===== config.mk =====
export PLATFORM = sky130hd
export DESIGN_NAME = seq_det_prog
export DESIGN_NICKNAME = d
export VERILOG_FILES = /design/src/rtl/seq_det_prog.sv
export SDC_FILE = /design/constraint.sdc
export NUM_CORES = 1
export LEC_CHECK = 0
export CAP_MARGIN = 15
export CELL_PAD_IN_SITES_DETAIL_PLACEMENT = 0
export CELL_PAD_IN_SITES_GLOBAL_PLACEMENT = 1
export CORE_MARGIN = 3
export CORE_UTILIZATION = 25
export DETAILED_ROUTE_END_ITERATION = 12
export PLACE_DENSITY_LB_ADDON = 0.1
export SYNTH_ARGS = -nofsm -noshare
export SYNTH_HDL_FRONTEND = slang
export SYNTH_SLANG_ARGS = --single-unit

===== constraint.sdc =====
create_clock -name clk -period 6.05 [get_ports clk]
set_input_delay 0.9075 -clock clk [delete_from_list [all_inputs] [get_ports clk]]
set_output_delay 0.9075 -clock clk [all_outputs]
set_load 0.05 [all_outputs]

===== src/rtl/seq_det_prog.sv =====
// Programmable serial pattern detector: matches the last len accepted bits against a loaded
// pattern (overlapping or not). Match counter built only when SEQ_DET_PROG_COUNT_EN is defined.
module seq_det_prog #(
  parameter int               PAT_W   = 8,
  parameter int               CNT_W   = 8,
  parameter logic [PAT_W-1:0] DEF_PAT = 8'h0A,
  parameter int               DEF_LEN = 4,
  localparam int              LEN_W   = $clog2(PAT_W + 1)
) (
  input  logic             clk,
  input  logic             rst_n,
  input  logic             data_in,
  input  logic             data_valid,
  input  logic             cfg_load,
  input  logic [PAT_W-1:0] cfg_pat,
  input  logic [LEN_W-1:0] cfg_len,
  input  logic             cfg_ovl,
  input  logic             cnt_clr,
  output logic             seq_detected,
  output logic [CNT_W-1:0] match_count,
  output logic             cfg_err
);

  localparam logic [LEN_W-1:0] MAX_LEN = LEN_W'(PAT_W);
  localparam logic [LEN_W-1:0] RST_LEN = LEN_W'(DEF_LEN);
  localparam logic             RST_ERR = (DEF_LEN < 1) || (DEF_LEN > PAT_W);

  logic [PAT_W-1:0] pat_q, pat_d;
  logic [LEN_W-1:0] len_q, len_d;
  logic             ovl_q, ovl_d;
  logic             err_q, err_d;
  logic [PAT_W-1:0] hist_q, hist_d;
  logic [LEN_W-1:0] fill_q, fill_d;
  logic             det_q, det_d;

  logic [PAT_W-1:0] hist_shift;
  logic [PAT_W-1:0] len_mask;
  logic [LEN_W-1:0] fill_inc;
  logic             hit;

  // Match is evaluated on the history including the bit being accepted this cycle.
  always_comb begin
    // NOTE: every output of a combinational block gets a default first, otherwise a latch is inferred.
    len_mask   = '0;
    hist_shift = {hist_q[PAT_W-2:0], data_in};
    for (int i = 0; i < PAT_W; i++) begin
      len_mask[i] = (LEN_W'(i) < len_q);
    end
    fill_inc = (fill_q < len_q) ? fill_q + LEN_W'(1) : len_q;
    hit = data_valid && !cfg_load && !err_q && (fill_inc == len_q) &&
          (((hist_shift ^ pat_q) & len_mask) == '0);
  end

  always_comb begin
    pat_d  = pat_q;
    len_d  = len_q;
    ovl_d  = ovl_q;
    err_d  = err_q;
    hist_d = hist_q;
    fill_d = fill_q;
    det_d  = 1'b0;
    if (cfg_load) begin
      pat_d  = cfg_pat;
      len_d  = cfg_len;
      ovl_d  = cfg_ovl;
      err_d  = (cfg_len == '0) || (cfg_len > MAX_LEN);
      hist_d = '0;
      fill_d = '0;
    end else if (data_valid) begin
      hist_d = hist_shift;
      det_d  = hit;
      if (err_q || (hit && !ovl_q)) begin
        fill_d = '0;
      end else begin
        fill_d = fill_inc;
      end
    end
  end

  // NOTE: sequential state uses non-blocking assignments and async reset, including config registers.
  always_ff @(posedge clk or negedge rst_n) begin
    if (!rst_n) begin
      pat_q  <= DEF_PAT;
      len_q  <= RST_LEN;
      ovl_q  <= 1'b1;
      err_q  <= RST_ERR;
      hist_q <= '0;
      fill_q <= '0;
      det_q  <= 1'b0;
    end else begin
      pat_q  <= pat_d;
      len_q  <= len_d;
      ovl_q  <= ovl_d;
      err_q  <= err_d;
      hist_q <= hist_d;
      fill_q <= fill_d;
      det_q  <= det_d;
    end
  end

  assign seq_detected = det_q;
  assign cfg_err      = err_q;

`ifdef SEQ_DET_PROG_COUNT_EN
  logic [CNT_W-1:0] cnt_q, cnt_d;

  always_comb begin
    cnt_d = cnt_q;
    if (cfg_load || cnt_clr) begin
      cnt_d = '0;
    end else if (hit && (cnt_q != '1)) begin
      cnt_d = cnt_q + CNT_W'(1);
    end
  end

  always_ff @(posedge clk or negedge rst_n) begin
    if (!rst_n) begin
      cnt_q <= '0;
    end else begin
      cnt_q <= cnt_d;
    end
  end

  assign match_count = cnt_q;
`else
  logic unused_cnt_clr;
  assign unused_cnt_clr = cnt_clr;
  assign match_count    = '0;
`endif

endmodule


Word-level counts from Yosys, hierarchy flattened:

Cells that the tools add are included.
Widths: inputs -> output; s select.

* flip-flop bits (word level): 26
* bits of input ports: 19
* output and inout bits: 10
* logic and storage cells: 42

* add/subtract/negate cells: 1
* order comparisons: 10
* equal/unequal tests: 1
* muxes and demuxes: 8
* bitwise gates (word level): 2
* reduce and logical (&&, ||, !) cells: 13

Operators with widths (number)
* $lt 3x4->1 const A: 4
* $mux 4: 4
* $mux 7: 2
* $and 8x8->8: 1
* $logic_not 8->1: 1
* $lt 1x4->1 const A: 2
* $lt 2x4->1 const A: 2
* $xor 8x8->8: 1
* $logic_and 1x1->1: 5
* $add 4x1->4 const B: 1
* $eq 4x4->1: 1
* $gt 4x4->1 const B: 1
* $logic_not 4->1: 1
* $lt 4x4->1: 1
* $logic_not 1->1: 3
* $logic_or 1x1->1: 2
* $mux 1: 2
* $reduce_bool 2->1: 1

Depth between registers and ports, before layout:

Gate-level depths: netlist (run 1).

* depth in word-level cells: 10
* depth in mapped cells: 8
* gate-level depth less buffers: 7

Worst setup path after synthesis (run 1):

OpenSTA, ideal clock, no wires.

* path type: input -> register
* from: input port cfg_load
* to: register fill_q[2]
* setup time: 0.123 ns
* data arrival time: 2.316 ns
* path slack: 3.611 ns
* stages: 7
* cell sequence: buf_2 or3b_4 a21oi_2 o221ai_2 a2111oi_4 or2_4 o2bb2ai_1

* cells in the longest elaborated chain, start to end: 10
* elaborated cells on any way between the ends: 11

RTL lines
* from (decl): line 14 `input logic cfg_load,`
* $logic_not 1->1: line 50 `hit = data_valid && !cfg_load && !err_q && (fill_inc == len_q) &&`
* $logic_and 1x1->1 (4 in series): line 50
* $logic_and 1x1->1: line 72 `if (err_q || (hit && !ovl_q)) begin`
* $logic_or 1x1->1: line 72
* $mux 4: line 72
* $mux 4: line 69 `end else if (data_valid) begin`
* $mux 4: line 62 `if (cfg_load) begin`
* to (signal assigned): line 96 `fill_q <= fill_d;`
* to (decl): line 33 `logic [LEN_W-1:0] fill_q, fill_d;`

Parallel ways exist; a longest one is shown, timed or not. The select of a mux whose other input is x is not followed.
A chain may end at the register's enable or synchronous reset.

Worst setup path after layout (run 1):

* from: input port data_valid
* to: register fill_q[3]

* cells in the longest elaborated chain, start to end: 9
* elaborated cells on any way between the ends: 10

RTL lines
* from (decl): line 13 `input logic data_valid,`
* $logic_and 1x1->1 (4 in series): line 50
* $logic_and 1x1->1: line 72
* $logic_or 1x1->1: line 72
* $mux 4: line 72
* $mux 4: line 69
* $mux 4: line 62

Parallel ways exist; a longest one is shown, timed or not. The select of a mux whose other input is x is not followed.

==> impl_results.md, run 1 <==
* CTS tree: done
* Int Pwr at 312.8 uW
* Mapped Area at 1503 sq um
* Slew at the pin closest to its max-slew limit at 0.5744 ns
* Worst stage delay on the critical path at 0.83 ns
* Clock latency on the worst-skew pair at 0.27 ns
* FP Rows at 27
* Pwr/cell area at 240.2 nW/um^2
* Sequential share of the synthesized area at 0.4363
* Worst flop-to-flop path endpoint: fill_q[3]
* Switching share of power at 0.2742
* Max layer used: met4
* Number of global-route vias before repair at 1,038
* Final Max Slew Viols at 0
* Final core occ at 0.3161
* Power share of the clock group at 0.337
* Met3 wire len at 111 um
* Fmax at 332.3 MHz
* Placement Setup Slack at 2.729 ns
* Hold buffer count at CTS at 0
* Fin crit period at 3.009 ns
* FF+latch count, synth at 26
* Synth cell types at 38
* Worst r2r path cells at 7
* Area contributors post-synth: dfrtp_1 (37%), mux2_2 (7.5%), dfstp_2 (7.0%)
* Fin Setup TNS at 0 ns
* Worst relative slew slack at 0.6159
* Drt first pass iters at 4
* Placer Congestion at 0.7529
* Antenna Nets Post-Route at 0
* Met1 WL at 1.522 mm
* Worst Hold Launch: pat_q[4]
* GRT Util Overall at 0.09529
* Clock slew at reported path FFs at 0.09 ns
* Count leader, synth: dfrtp_1
* Die Width at 83.53 um
* Gate count of the mapped netlist at 143
* Vias per inst at 4.446
* Crit Path Class: in2reg
* Final setup violation count at 0
* FILL cells at 609
* Hold Slack at 0.5383 ns
* Maximum number of pins on one net before global-route repair at 28
* IO Port Bufs at 19
* Reg2Reg Setup Slack at 3.80 ns
* Post-synth top cells: dfrtp_1 (22), nor2_1 (14), mux2_2 (10), xnor2_1 (10), a21oi_1 (9)
* Post-CTS setup buffer count at 0
* Htree depth at 1
* Met2 Routed Length at 1.465 mm
* Worst setup margin at 3.041 ns
* GR Overflow Total at 0
* Total CTS buffers at 3
* Crit path launch type: primary input
* N_diodes at 0
* DRC Markers at 0
* Leak pwr at 0.7448 nW
* CTS max path bufs at 2
* Share of cells above drive strength 1 at 0.1761
* Crit-path max FO at 9
* First-pass GRT wire length at 5.354 mm
* Clock skew at 0.002990 ns
* Die H at 83.53 um
* # IOs at 29
* Fin. Hold Viols at 0
* Outcome: finished, final reports clean
* DP HPWL at 2.265 mm
* Cells after DPL at 227
* WHS Endpoint: pat_q[4]
* Syn. warnings at 0
* Mapped Avg Cell Area at 10.51 sq um
* Combinational power share at 0.197
* RSZ-0062 raised after global routing: false
* Crit path DAT at 3.17 ns
* Commonest register cell after synthesis: dfrtp_1
* Drt total wl at 3.120 mm
* Fin nets at 183
* Post-synth top area share at 0.3664
* Worst Setup End Kind: flop
* Starting Density at 0.2648
* Max-cap viol count at 0
* Hold Path Depth at 1
* Peak supply drop at 0.1342 mV
* Initial DRC Count at 20
* Crit path required time at 6.21 ns
* DR vias at 1,027
* Area growth, synth to finish at 19.40%
* PostCTS Resize Cnt at 0
* Die ar. at 6977 sq um
* Sinks on Clock Net at 26
* Total core area at 5675 sq um
* Critical-path cell list: clkdlybuf4s50_1 > or3b_4 > a21oi_2 > o221ai_2 > a2111oi_4 > or2_4 > o2bb2ai_1
* Flop pwr share at 0.466
* WL/cell at 13.51 um
* Largest area contributor in the netlist: dfrtp_1
* Clock Tree Root: clkbuf_8
* Antenna violations before repair at 0
* P_sw at 118.2 uW
* Final period utilization at 0.4973
* Reg2reg start: len_q[3]
* Number of synthesized flops with an enable pin at 0
* Worst Hold Class: reg2reg
* Non-Filler Instances at 231
* Max stage delay cell, worst path: clkdlybuf4s50_1
* Post-synth ARST share at 1.000
-- layout make-up --
class,instances,area (sq um),share of cell area
multi-input cells,103,753.2,0.4198
clock inverters,1,30.03,0.01674
well taps,72,90.09,0.05021
clock buffers,3,41.29,0.02301
repair buffers,21,205.2,0.1144
inverters,5,18.77,0.01046
flip-flops and latches,26,655.6,0.3654
-- metrics by stage --
stage	power [mW]	area, sq um
after floorplan	0.2662	1529
after global placement	0.2897	1723
after detailed placement	0.2903	1723
after CTS	0.4399	1794
after global routing	0.4552	1794
final	0.4310	1794
-- metal layers --
layer	track usage	vias up
met5	0	-
met4	0.01754	0
met3	0.02468	2
met2	0.1582	18
met1	0.1265	491
li1	-	516
-- logic make-up after synthesis --
| kind of cell | share of synthesized area |
|---|---|
| other | 0.002496 |
| buffers and inverters | 0.07994 |
| xor gates and xnor gates | 0.08742 |
| muxes | 0.1216 |
| adders and majority gates | 0.03331 |
| AOI/OAI and AO/OA | 0.1440 |
| and+or+nand+nor | 0.09492 |
| DFF | 0.4363 |
-- critical path: cells and delay by family --
family                 cells  cell delay (ns)
and+or+nand+nor            2             0.70
buffers and inverters      1             0.83
AOI/OAI and AO/OA          4             0.72
-- how the worst max path moves through the flow --
stage,from,end,slack (ns),depth (start not counted)
6_report,data_valid,fill_q[3],3.04,7
5_1_grt,data_valid,fill_q[3],2.89,7
4_1_cts,data_valid,fill_q[3],3.03,7
3_5_place_dp,data_valid,fill_q[3],2.73,7
3_3_place_gp,data_valid,fill_q[2],2.77,7
2_1_floorplan,cfg_load,fill_q[2],3.61,7
-- sequential cells by signal, indices dropped and copies added (netlist names) --
name	count
hist_q	7
ovl_q	1
fill_q	4
len_q	4
pat_q	8
cfg_err	1
seq_detected	1
-- cells in the final DEF, fill, tap and decap left out, types with 2 or more instances in the layout --
cell / count
dfrtp_1: 22
clkdlybuf4s50_1: 19
nor2_1: 14
xnor2_1: 10
mux2_2: 10
a21oi_1: 9
conb_1: 8
mux2i_1: 7
nand2_1: 6
inv_1: 5
xor2_1: 5
o21ai_0: 5
ha_1: 4
dfstp_2: 4
nor3_1: 3
clkbuf_8: 3
a31oi_1: 2
o2bb2ai_1: 2
o21ai_2: 2
buf_4: 2
-- power by group through the flow --
stage	logic (mW)	clock network (mW)	registers, mW
floorplan	0.0674	0	0.199
global placement	0.0853	0	0.204
global route	0.0939	0.158	0.203
CTS	0.0863	0.152	0.201
detailed placement	0.0857	0	0.205
finish	0.0849	0.145	0.201
No activity file was read; power rests on OpenSTA's default activity.
==> run 2, diff against run 1 <==
==> constraint.sdc (replaced) <==
create_clock -name clk -period 2.9 [get_ports clk]
set_input_delay 0.435 -clock clk [delete_from_list [all_inputs] [get_ports clk]]
set_output_delay 0.435 -clock clk [all_outputs]
set_load 0.05 [all_outputs]
==> impl_results.md, run 2 (synthesized netlist as in run 1, its figures left out) <==
* Top flop regs: pat_q x8, hist_q x7
* Final core occ at 0.3146
* Clock slew at reported path FFs at 0.10 ns
* FP Rows at 27
* Antenna violations before repair at 0
* Initial DRC Count at 71
* Crit path launch type: flop
* Hold buffer count at CTS at 0
* RSZ-0062 raised after global routing: false
* Drt total wl at 3.249 mm
* Starting Density at 0.2648
* GRT Util Overall at 0.1007
* Commonest cells after routing, fill and taps aside: dfrtp_1 (22), clkdlybuf4s50_1 (19), nor2_1 (14)
* Sinks on Clock Net at 26
* Antenna Nets Post-Route at 0
* Worst Hold Class: in2async
* Post-CTS setup buffer count at 0
* Die H at 83.53 um
* Worst Setup End Kind: flop
* # IOs at 29
* Share of cells above drive strength 1 at 0.1813
* Cells after DPL at 228
* DP HPWL at 2.367 mm
* Die ar. at 6977 sq um
* DR vias at 1,019
* Critical Path End: fill_q[3]
* Clock skew at 0.006732 ns
* Placer Congestion at 0.7372
* Finished Cell Area at 1785 sq um
* Final period utilization at 0.7720
* Fin crit period at 2.239 ns
* Fin Setup TNS at 0 ns
* Final Max Slew Viols at 0
* Fin. Hold Viols at 0
* Area after DPL at 1730 sq um
* CTS max path bufs at 2
* CP delay by family, top: compound AO/OA/AOI/OAI gates
* Final setup violation count at 0
* Crit path required time at 3.10 ns
* Non-Filler Instances at 232
* Leak pwr at 0.7426 nW
* Stages on worst setup path at 7
* FILL cells at 596
* Crit Path Class: reg2reg
* Reg with most FFs: pat_q
* Critical-path cell list: inv_1 > ha_1 > a21oi_1 > o21ai_0 > or3b_2 > o21ai_1 > o2bb2ai_1
* Worst r2r path cells at 7
* IO Port Bufs at 19
* Fin nets at 184
* Max-cap viol count at 0
* CTS tree: done
* Total CTS buffers at 3
* Clock Tree Root: clkbuf_8
* First-pass GRT wire length at 5.706 mm
* PostCTS Resize Cnt at 0
* Peak supply drop at 0.1734 mV
* Max stage delay cell, worst path: dfrtp_1
* GR Overflow Total at 0
* Maximum number of pins on one net before global-route repair at 27
* Worst stage delay on the critical path at 0.54 ns
* Reg2Reg Setup Slack at 0.66 ns
* Fmax at 446.7 MHz
* Outcome: finished, final reports clean
* Reg2reg start: len_q[3]
* Total core area at 5675 sq um
* Htree depth at 1
* Drt first pass iters at 4
* Area growth, synth to finish at 18.82%
* WL/cell at 14.00 um
* Number of global-route vias before repair at 1,122
* Commonest non-fill, non-tap cell in the layout: dfrtp_1
* Crit path DAT at 2.44 ns
* CP Buf/Inv Count at 1
* Worst flop-to-flop path endpoint: fill_q[3]
* Pwr/cell area at 472.3 nW/um^2
* Vias per inst at 4.392
* DRC Markers at 0
* Crit-path max FO at 9
* N_diodes at 0
* Power Total at 843.4 uW
* CP Launch Point: len_q[3]
* Clock latency on the worst-skew pair at 0.28 ns
* Die Width at 83.53 um
* Max reg flops at 8
-- run 2: cell types whose count changed in the layout (fill, tap and decap cells not counted), sizes merged --
cell	change
buf	+1
bufinv	-1
clkbuf	+1
-- run 2: how the worst min path moves through the flow --
stage / start / slack (ns) / cells after the start / end
after detailed placement: pat_q[6] / 0.52 / 1 / pat_q[6]
final: rst_n / 0.53 / 2 / pat_q[6]
after global routing: rst_n / 0.57 / 2 / pat_q[6]
after CTS: pat_q[6] / 0.54 / 1 / pat_q[6]
after global placement: pat_q[6] / 0.52 / 1 / pat_q[6]
after floorplan: rst_n / 0.14 / 0 / cfg_err
-- run 2: cell type report --
type | instances | area (sq um) | area share
clock buffer | 4 | 55.05 | 0.03083
inverter | 5 | 18.77 | 0.01051
multi-input combinational | 103 | 753.2 | 0.4219
sequential | 26 | 655.6 | 0.3672
tap | 72 | 90.09 | 0.05046
timing repair buffer | 22 | 212.7 | 0.1191
-- run 2: per-stage QoR --
stage / hold slack (ns) / setup slack (ns)
4_1_cts: 0.5412 / 0.6437
3_5_place_dp: 0.5177 / 0.4389
5_1_grt: 0.5700 / 0.4935
2_1_floorplan: 0.1394 / 0.7620
3_3_place_gp: 0.5170 / 0.4520
6_report: 0.5331 / 0.6613
-- run 2: metal layers --
layer / global-route usage / wire length, um / vias up
met5: 0 / 0 / -
met4: 0.03070 / 21 / 0
met3: 0.01876 / 98 / 2
met2: 0.1676 / 1563 / 16
met1: 0.1324 / 1566 / 489
li1: - / - / 512
-- run 2: report_power, final --
part | internal [mW] | switching (mW) | total [mW]
clock | 0.122 | 0.123 | 0.245
combinational | 0.0788 | 0.0988 | 0.178
sequential | 0.390 | 0.0309 | 0.421
total | 0.590 | 0.253 | 0.843
==> run 3, diff against run 2 <==
==> constraint.sdc (replaced) <==
create_clock -name clk -period 1.9 [get_ports clk]
set_input_delay 0.285 -clock clk [delete_from_list [all_inputs] [get_ports clk]]
set_output_delay 0.285 -clock clk [all_outputs]
set_load 0.05 [all_outputs]
==> impl_results.md, run 3 (synthesized netlist as in run 1, its figures left out) <==
* DRC Markers at 0
* CTS tree: done
* Maximum number of pins on one net before global-route repair at 27
* Crit path required time at 2.06 ns
* Critical-path cell list: inv_4 > ha_4 > nand2_4 > o21a_4 > a2111oi_4 > or2_4 > o2bb2ai_1
* Max-cap viol count at 0
* Cells after DPL at 244
* Final core occ at 0.3501
* Fin nets at 202
* RSZ-0062 raised after global routing: true
* Peak supply drop at 0.2519 mV
* Reg2reg start: len_q[2]
* Clock skew at 0.005492 ns
* Final setup violation count at 4
* Drt first pass iters at 4
* Leak pwr at 0.8401 nW
* Worst Hold Class: in2async
* Clock latency on the worst-skew pair at 0.27 ns
* CP Launch Point: len_q[2]
* Final period utilization at 1.032
* Reg with most FFs: pat_q
* Non-Filler Instances at 250
* Total core area at 5675 sq um
* Fin. Hold Viols at 0
* Die Width at 83.53 um
* Antenna Nets Post-Route at 0
* Clock Tree Root: clkbuf_8
* Placer Congestion at 0.7430
* Number of global-route vias before repair at 1,150
* Crit Path Class: reg2reg
* Total CTS buffers at 3
* Worst stage delay on the critical path at 0.61 ns
* Die ar. at 6977 sq um
* Top flop regs: pat_q x8, hist_q x7
* Fmax at 509.8 MHz
* Worst setup margin at -0.06151 ns
* Max reg flops at 8
* Crit-path max FO at 4
* # IOs at 29
* Antenna violations before repair at 0
* Area growth, synth to finish at 32.22%
* Commonest cells after routing, fill and taps aside: buf_4 (21), clkdlybuf4s50_1 (19), dfrtp_1 (18)
* Sinks on Clock Net at 26
* N_diodes at 0
* First-pass GRT wire length at 5.858 mm
* Finished Cell Area at 1987 sq um
* Initial DRC Count at 13
* DR vias at 1,107
* Power Total at 1.429 mW
* FP Rows at 27
* Final Max Slew Viols at 0
* Share of cells above drive strength 1 at 0.3258
* Clock slew at reported path FFs at 0.09 ns
* GR Overflow Total at 0
* Outcome: finished, violations left
* Crit path launch type: flop
* GRT Util Overall at 0.1045
* Pwr/cell area at 719.3 nW/um^2
* Starting Density at 0.2648
* Area after DPL at 1881 sq um
* Crit path DAT at 2.13 ns
* Worst Setup End Kind: flop
* Drt total wl at 3.310 mm
* Commonest non-fill, non-tap cell in the layout: buf_4
* WL/cell at 13.24 um
* DP HPWL at 2.620 mm
* Htree depth at 1
* IO Port Bufs at 19
* Die H at 83.53 um
* Failing checks: negative setup slack
* Vias per inst at 4.428
* CTS max path bufs at 2
* Max stage delay cell, worst path: dfstp_2
* Fin crit period at 1.962 ns
==> run 3: changes by cell type in the layout (fill, tap and decap cells not counted), sizes merged <==
cell and delta:
buf +18, bufinv +1, clkbuf -1
==> run 3: worst max-delay path: cells and delay by family, from the launching register on <==
family                   cells  cell delay, ns
buffers and inverters        1            0.05
AO/OA/AOI/OAI                3            0.68
AND/OR/NAND/NOR              2            0.25
flip-flops                   1            0.61
adder cells (fa/ha/maj)      1            0.26
==> run 3: final timing paths <==
| check | end | slack (ns) | cells past startpoint |
|---|---|---|---|
| setup / recovery | fill_q[3] | -0.06 | 7 |
| hold / removal | len_q[3] | 0.39 | 2 |
| setup reg to reg | fill_q[3] | -0.06 | 7 |
| hold reg to reg | pat_q[6] | 0.53 | 1 |
| max in group asynchronous | pat_q[1] | 1.21 | 2 |
| min in group clk | pat_q[6] | 0.53 | 1 |
==> run 3: layout make-up <==
class                   count  area (sq um)
multi-input cells         103         795.8
fillers                   590          3689
inverters                   5         21.27
flip-flops and latches     26         660.6
clock inverters             1         30.03
repair buffers             40         347.8
well taps                  72         90.09
clock buffers               3         41.29
==> run 3: what timing repair did <==
action	in CTS	in global routing
pin swaps	1	0
setup endpoints to repair	4	4
hold buffers	0	0
resized for setup	3	3
buffers inserted	1	1
==> run 3: power by group <==
group | internal, mW | total, mW | leakage [nW] | switching (mW)
clock | 0.282 | 0.454 | 0.0357 | 0.172
combinational | 0.165 | 0.341 | 0.484 | 0.176
sequential | 0.596 | 0.634 | 0.321 | 0.0377
total | 1.04 | 1.43 | 0.840 | 0.386
==> run 3: per-layer routing <==
layer,global-route usage,wire (um),up-vias
li1,-,-,552
met1,0.1302,1453,529
met2,0.1859,1708,22
met3,0.01876,120,4
met4,0.02632,27,0
met5,0,0,-
==> run 3: metrics by stage <==
| stage | hold WS [ns] | setup WS, ns | TNS, ns |
|---|---|---|---|
| 6_report | 0.3877 | -0.06151 | -0.1959 |
| 5_1_grt | 0.4051 | -0.2140 | -0.7159 |
| 4_1_cts | 0.3981 | -0.08058 | -0.2759 |
| 3_5_place_dp | 0.5180 | -0.3833 | -1.579 |
| 3_3_place_gp | 0.5130 | -0.3109 | -1.279 |
| 2_1_floorplan | -0.01059 | -0.04586 | -0.1460 |
==> edit 1 (config.mk and constraints of run 1) <==
Register the inputs `data_in`, `data_valid`, `cfg_pat`, `cfg_len` and `cfg_ovl` before use, with the module's reset. The logic sees them one clock later. The other inputs are not delayed to match.
--- a/src/rtl/seq_det_prog.sv
+++ b/src/rtl/seq_det_prog.sv
@@ -25,6 +25,28 @@
   localparam logic [LEN_W-1:0] RST_LEN = LEN_W'(DEF_LEN);
   localparam logic             RST_ERR = (DEF_LEN < 1) || (DEF_LEN > PAT_W);
 
+  logic data_q;
+  logic data_valid_q;
+  logic [PAT_W-1:0] cfg_pat_q;
+  logic [LEN_W-1:0] cfg_len_q;
+  logic cfg_ovl_q;
+
+  always_ff @(posedge clk or negedge rst_n) begin
+    if (!rst_n) begin
+      data_q       <= '0;
+      data_valid_q <= '0;
+      cfg_pat_q    <= '0;
+      cfg_len_q    <= '0;
+      cfg_ovl_q    <= '0;
+    end else begin
+      data_q       <= data_in;
+      data_valid_q <= data_valid;
+      cfg_pat_q    <= cfg_pat;
+      cfg_len_q    <= cfg_len;
+      cfg_ovl_q    <= cfg_ovl;
+    end
+  end
+
   logic [PAT_W-1:0] pat_q, pat_d;
   logic [LEN_W-1:0] len_q, len_d;
   logic             ovl_q, ovl_d;
@@ -42,12 +64,12 @@
   always_comb begin
     // NOTE: every output of a combinational block gets a default first, otherwise a latch is inferred.
     len_mask   = '0;
-    hist_shift = {hist_q[PAT_W-2:0], data_in};
+    hist_shift = {hist_q[PAT_W-2:0], data_q};
     for (int i = 0; i < PAT_W; i++) begin
       len_mask[i] = (LEN_W'(i) < len_q);
     end
     fill_inc = (fill_q < len_q) ? fill_q + LEN_W'(1) : len_q;
-    hit = data_valid && !cfg_load && !err_q && (fill_inc == len_q) &&
+    hit = data_valid_q && !cfg_load && !err_q && (fill_inc == len_q) &&
           (((hist_shift ^ pat_q) & len_mask) == '0);
   end
 
@@ -60,13 +82,13 @@
     fill_d = fill_q;
     det_d  = 1'b0;
     if (cfg_load) begin
-      pat_d  = cfg_pat;
-      len_d  = cfg_len;
-      ovl_d  = cfg_ovl;
-      err_d  = (cfg_len == '0) || (cfg_len > MAX_LEN);
+      pat_d  = cfg_pat_q;
+      len_d  = cfg_len_q;
+      ovl_d  = cfg_ovl_q;
+      err_d  = (cfg_len_q == '0) || (cfg_len_q > MAX_LEN);
       hist_d = '0;
       fill_d = '0;
-    end else if (data_valid) begin
+    end else if (data_valid_q) begin
       hist_d = hist_shift;
       det_d  = hit;
       if (err_q || (hit && !ovl_q)) begin
Check against the original RTL: not equivalent (Yosys sat finds a counterexample within 4 cycles, from zero or initial values and one cycle with rst_n low).
==> edit 1 against run 1 <==
  * Routed wire length rose by 7.3%
  * Power rose by 37%
  * Via count is 9.9% higher
  * Highest routed layer unchanged
  * Final area increased by 24%
  * Sequential cell count rose by 15
  * Synthesized area increased by 25%
  * Worst setup slack better by 270 ps
  * Cell count grew 18%
==> edit 1: results (changes against run 1) <==
The portion of netlist area occupied by mux cells came out at 9.727% (-2.4 points). The run gives 2 (+1) as the H-tree depth. The first-pass GRT wire length came out at 5837 um (+9.0%). Signal arrival time at the worst endpoint: 2910 ps (-260 ps).

The global routing usage summed across all routing layers is 8.732% (-0.80 points), and the routed wirelength normalized by instance count is 12.27 um (-9.2%). The logs give 265 (+17%) for the instance count after placement with tap cells included and 2.437% (-0.031 points) for the met3 track demand over resource. The largest registers in the layout are cfg_pat_q: 8 flops, pat_q: 8 flops, hist_q: 7 flops.

The number of buffers created by CTS is 5 (+2). The maximum fanout encountered on the critical timing path is 27 (+18), and the synthesized-area fraction occupied by ao, oa, aoi and oai cells is 11.53% (-2.9 points). The logs give 40.79% (-21 points) for the headroom to the max-slew limit and 13.47% (-2.3 points) for the global-route track usage on met2.

The routed via count was 1129 (+9.9%). The post-synthesis share of cell area spent on full adders, half adders and majority gates came out at 2.665% (-0.67 points). The average cell area after synthesis works out to 11.89 um2 (+13%).

The last weighted congestion value of the routability-driven placer was 0.7146 (-5.1%). The flow ran to the end, and the final reports show no timing, DRC or antenna violations. The run gives 6 (+2) as the number of iterations in the first detailed-routing pass. The longest individual stage delay on the worst path is 450 ps (-380 ps), and the internal portion of total power is 433.5 uW (+39%). The portion of synthesized cell area occupied by the leading cell type came out at 49.30% (+13 points). The cell family contributing the most delay on the critical path is compound AO/OA/AOI/OAI gates.

The half-perimeter wire length of the detailed placement result was 2369 um (+4.6%); the pin count of the biggest net entering global routing was 42 (+50%). The worst-case register-to-register setup slack came out at 3810 ps (about the same). For the clock skew, the log shows 4.356 ps (+1.366 ps). The slowest stage of the critical path belongs to the cell or3b_4. The number of global-route vias before repair is 1180 (+14%).

By area the synthesized netlist is led by dfrtp_1 49%, mux2_2 6.0%, dfstp_2 5.6%, xnor2_1 4.7%, mux2i_1 3.7%. The run gives 2116 um2 (+23%) as the instance area at placement.
## edit 1: worst min path at each step
| stage | startpoint | endpoint | slack, ps | depth (start not counted) |
|---|---|---|---|---|
| finish | cfg_pat_q[7]$_DFF_PN0_ | pat_q[7]$_DFFE_PN0P_ | 480 | 1 |
| global route | cfg_pat_q[5]$_DFF_PN0_ | pat_q[5]$_DFFE_PN0P_ | 490 | 1 |
| CTS | cfg_pat_q[7]$_DFF_PN0_ | pat_q[7]$_DFFE_PN0P_ | 480 | 1 |
| detailed placement | cfg_pat_q[7]$_DFF_PN0_ | pat_q[7]$_DFFE_PN0P_ | 460 | 1 |
| global placement | cfg_pat_q[3]$_DFF_PN0_ | pat_q[3]$_DFFE_PN1P_ | 460 | 1 |
| floorplan | cfg_pat_q[0]$_DFF_PN0_ | pat_q[0]$_DFFE_PN0P_ | 450 | 1 |
## edit 1: layout make-up
cell class | instances | area, um2
clock inverters | 1 | 8.758
multi-input cells | 103 | 753.2
clock buffers | 7 | 96.34
repair buffers | 20 | 192.7
flip-flops and latches | 41 | 1031
fillers | 720 | 4798
inverters | 5 | 18.77
well taps | 96 | 120.1
## edit 1: power groups by stage
stage	clock network, uW	registers (uW)	logic (uW)
floorplan	0	307	66.6
detailed placement	0	315	83.8
CTS	207	310	84.3
global route	219	312	92.2
global placement	0	315	83.1
finish	198	309	82.9
## edit 1: through the flow
stage               setup WS, ps  util [%]
CTS                         3294     31.64
global placement            2999     30.14
finish                      3315     31.64
floorplan                   3611         -
global route                3192     31.64
detailed placement          2985     30.14
## edit 1: layer usage
metal	wire, um	share of wire [%]
met5	0	0
met3	136	4.1
met2	1575	47
met1	1607	48
met4	29	0.87
==> edit 2 (config.mk and constraints of run 1) <==
Made on the original files. Change the parameter `CNT_W` from 8 to 10.
--- a/src/rtl/seq_det_prog.sv
+++ b/src/rtl/seq_det_prog.sv
@@ -2,7 +2,7 @@
 // pattern (overlapping or not). Match counter built only when SEQ_DET_PROG_COUNT_EN is defined.
 module seq_det_prog #(
   parameter int               PAT_W   = 8,
-  parameter int               CNT_W   = 8,
+  parameter int               CNT_W   = 10,
   parameter logic [PAT_W-1:0] DEF_PAT = 8'h0A,
   parameter int               DEF_LEN = 4,
   localparam int              LEN_W   = $clog2(PAT_W + 1)
Interface: changed (resized match_count); port bits go from 29 to 31. No check against the original RTL was run, so the function may have changed too.
==> edit 2 against run 1 <==
  * Routed wire length is 1.2% higher
  * Sequential cell count is the same
  * Sequential share of layout area up 0.18 points
  * Clock power decreased by 22%
  * Largest power group unchanged
  * Sequential power hardly changed
  * Cell count is 0.87% higher
  * Combinational power rose by 3.2%
  * Power fell by 6.7%
  * Global-route usage shrank 0.11 points
  * Final area is 0.49% lower
  * Synthesized area up 1.0%
  * Clock skew hardly changed
  * Worst setup slack better by 23 ps
  * Highest routed layer unchanged
==> edit 2: results (changes against run 1) <==
Number of multi-input logic gates: 105 (+1.9%). The instance count after placement with tap cells included was 229 (+0.88%); the layout clock buffer count was 4 (+1). The share of final layout cell area taken by non-clock buffers is 11.49% (+0.056 points), and the signal arrival time at the worst endpoint is 3150 ps (-20 ps). The number of buffers added for setup after CTS was 0 (unchanged). Number of fill cells in the layout: 618 (+1.5%). The DRC marker count from the first detailed-route iteration is 52 (+160%). The logs give 3 (unchanged) for the number of buffers created by CTS and 2752 ps (+23.05 ps) for the worst-case setup slack after placement. The proportion of cell area spent on the clock network works out to 3.083% (-0.89 points). Ranked by total cell area, the synthesized netlist is headed by dfrtp_1 36%, mux2_2 7.4%, dfstp_2 6.9%, xnor2_1 5.8%, buf_4 4.9%.

The static leakage came out at 0.0007443 uW (about the same). The half-perimeter wire length of the detailed placement result is 2304 um (+1.7%). The H-tree depth is 1 (unchanged), and the sequential element share of the synthesized area is 43.20% (-0.43 points). The share of cells above drive strength 1 came out at 17.39% (-0.22 points).

The number of nets at the end of the flow was 185 (+1.1%); the routed wirelength normalized by instance count was 13.55 um (+0.29%). For the cell area after layout, the log shows 1785 um2 (-0.49%). The global routing usage summed across all routing layers is 9.414% (-0.11 points). The last weighted congestion value of the routability-driven placer is 0.7790 (+3.5%), and the share of the final layout cell area in multi-input gates is 42.61% (+0.63 points). The tools report the instance area at placement as 1730 um2 (+0.44%).

Compared with the post-synthesis result, the final layout area differs by 17.64%. The run finished with clean final reports. The peak ir drop on the vdd network was 0.0001182 V (-12%); the clock skew was 3.364 ps (+0.3743 ps).

Clock insertion delay at the later pin of the skew report: 270 ps (about the same). The internal portion of total power was 282.4 uW (-9.7%). The final wirelength is 3156 um (+1.2%).

The number of global-route vias before repair is 1049 (+1.1%), and the headroom to the max-slew limit is 63.29% (+1.7 points). The post-synthesis instance total came out at 145 (+1.4%). The commonest cells after synthesis are 22 x dfrtp_1, 14 x nor2_1, 10 x buf_4, 10 x mux2_2, 10 x xnor2_1.

The routed via count divided by cell count was 4.472 (+0.59%).
## edit 2: cell count changes after synthesis
| cell | change |
|---|---|
| buf_4 | +2 |
## edit 2: kinds of logic after synthesis
kind of cell | after synthesis | share of synthesized area (%)
AOI/OAI and AO/OA | 29 | 14.26
xor gates and xnor gates | 15 | 8.656
adders and majority gates | 4 | 3.298
buffers and inverters | 23 | 8.904
DFF | 26 | 43.20
muxes | 17 | 12.04
other | 1 | 0.2471
and+or+nand+nor | 30 | 9.398
## edit 2: layer usage
layer  vias up  track usage (%)  wire length [um]
met2        29            15.55              1461
met4         0            1.316                20
li1        513                -                 -
met1       498            12.58              1522
met5         -                0                 0
met3         2            2.567               151
## edit 2: path summary, 6_finish.rpt
path	end	cells after the start	startpoint	slack (ps)
min	pat_q[4]$_DFFE_PN0P_	1	pat_q[4]$_DFFE_PN0P_	550
min reg2reg	pat_q[4]$_DFFE_PN0P_	1	pat_q[4]$_DFFE_PN0P_	550
max in group asynchronous	ovl_q$_DFFE_PN1P_	2	rst_n	4740
max reg2reg	fill_q[3]$_DFFE_PN0P_	7	len_q[3]$_DFFE_PN0P_	3800
max	fill_q[2]$_DFFE_PN0P_	7	data_valid	3060
min in group asynchronous	cfg_err$_DFFE_PN0P_	2	rst_n	1000
## edit 2: critical path, stage by stage
cell             delay, ps
clkdlybuf4s50_1        820
or3b_4                 480
a21oi_2                120
o221ai_2               130
a2111oi_4              400
or2_4                  220
o2bb2ai_1               60
## edit 2: power groups by stage
stage                     registers, uW  logic, uW  clock network, uW
final                               201       87.6                113
after global routing                203       95.6                128
after CTS                           201       88.9                120
after detailed placement            205       88.4                  0
after global placement              204       88.3                  0
after floorplan                     199       71.1                  0
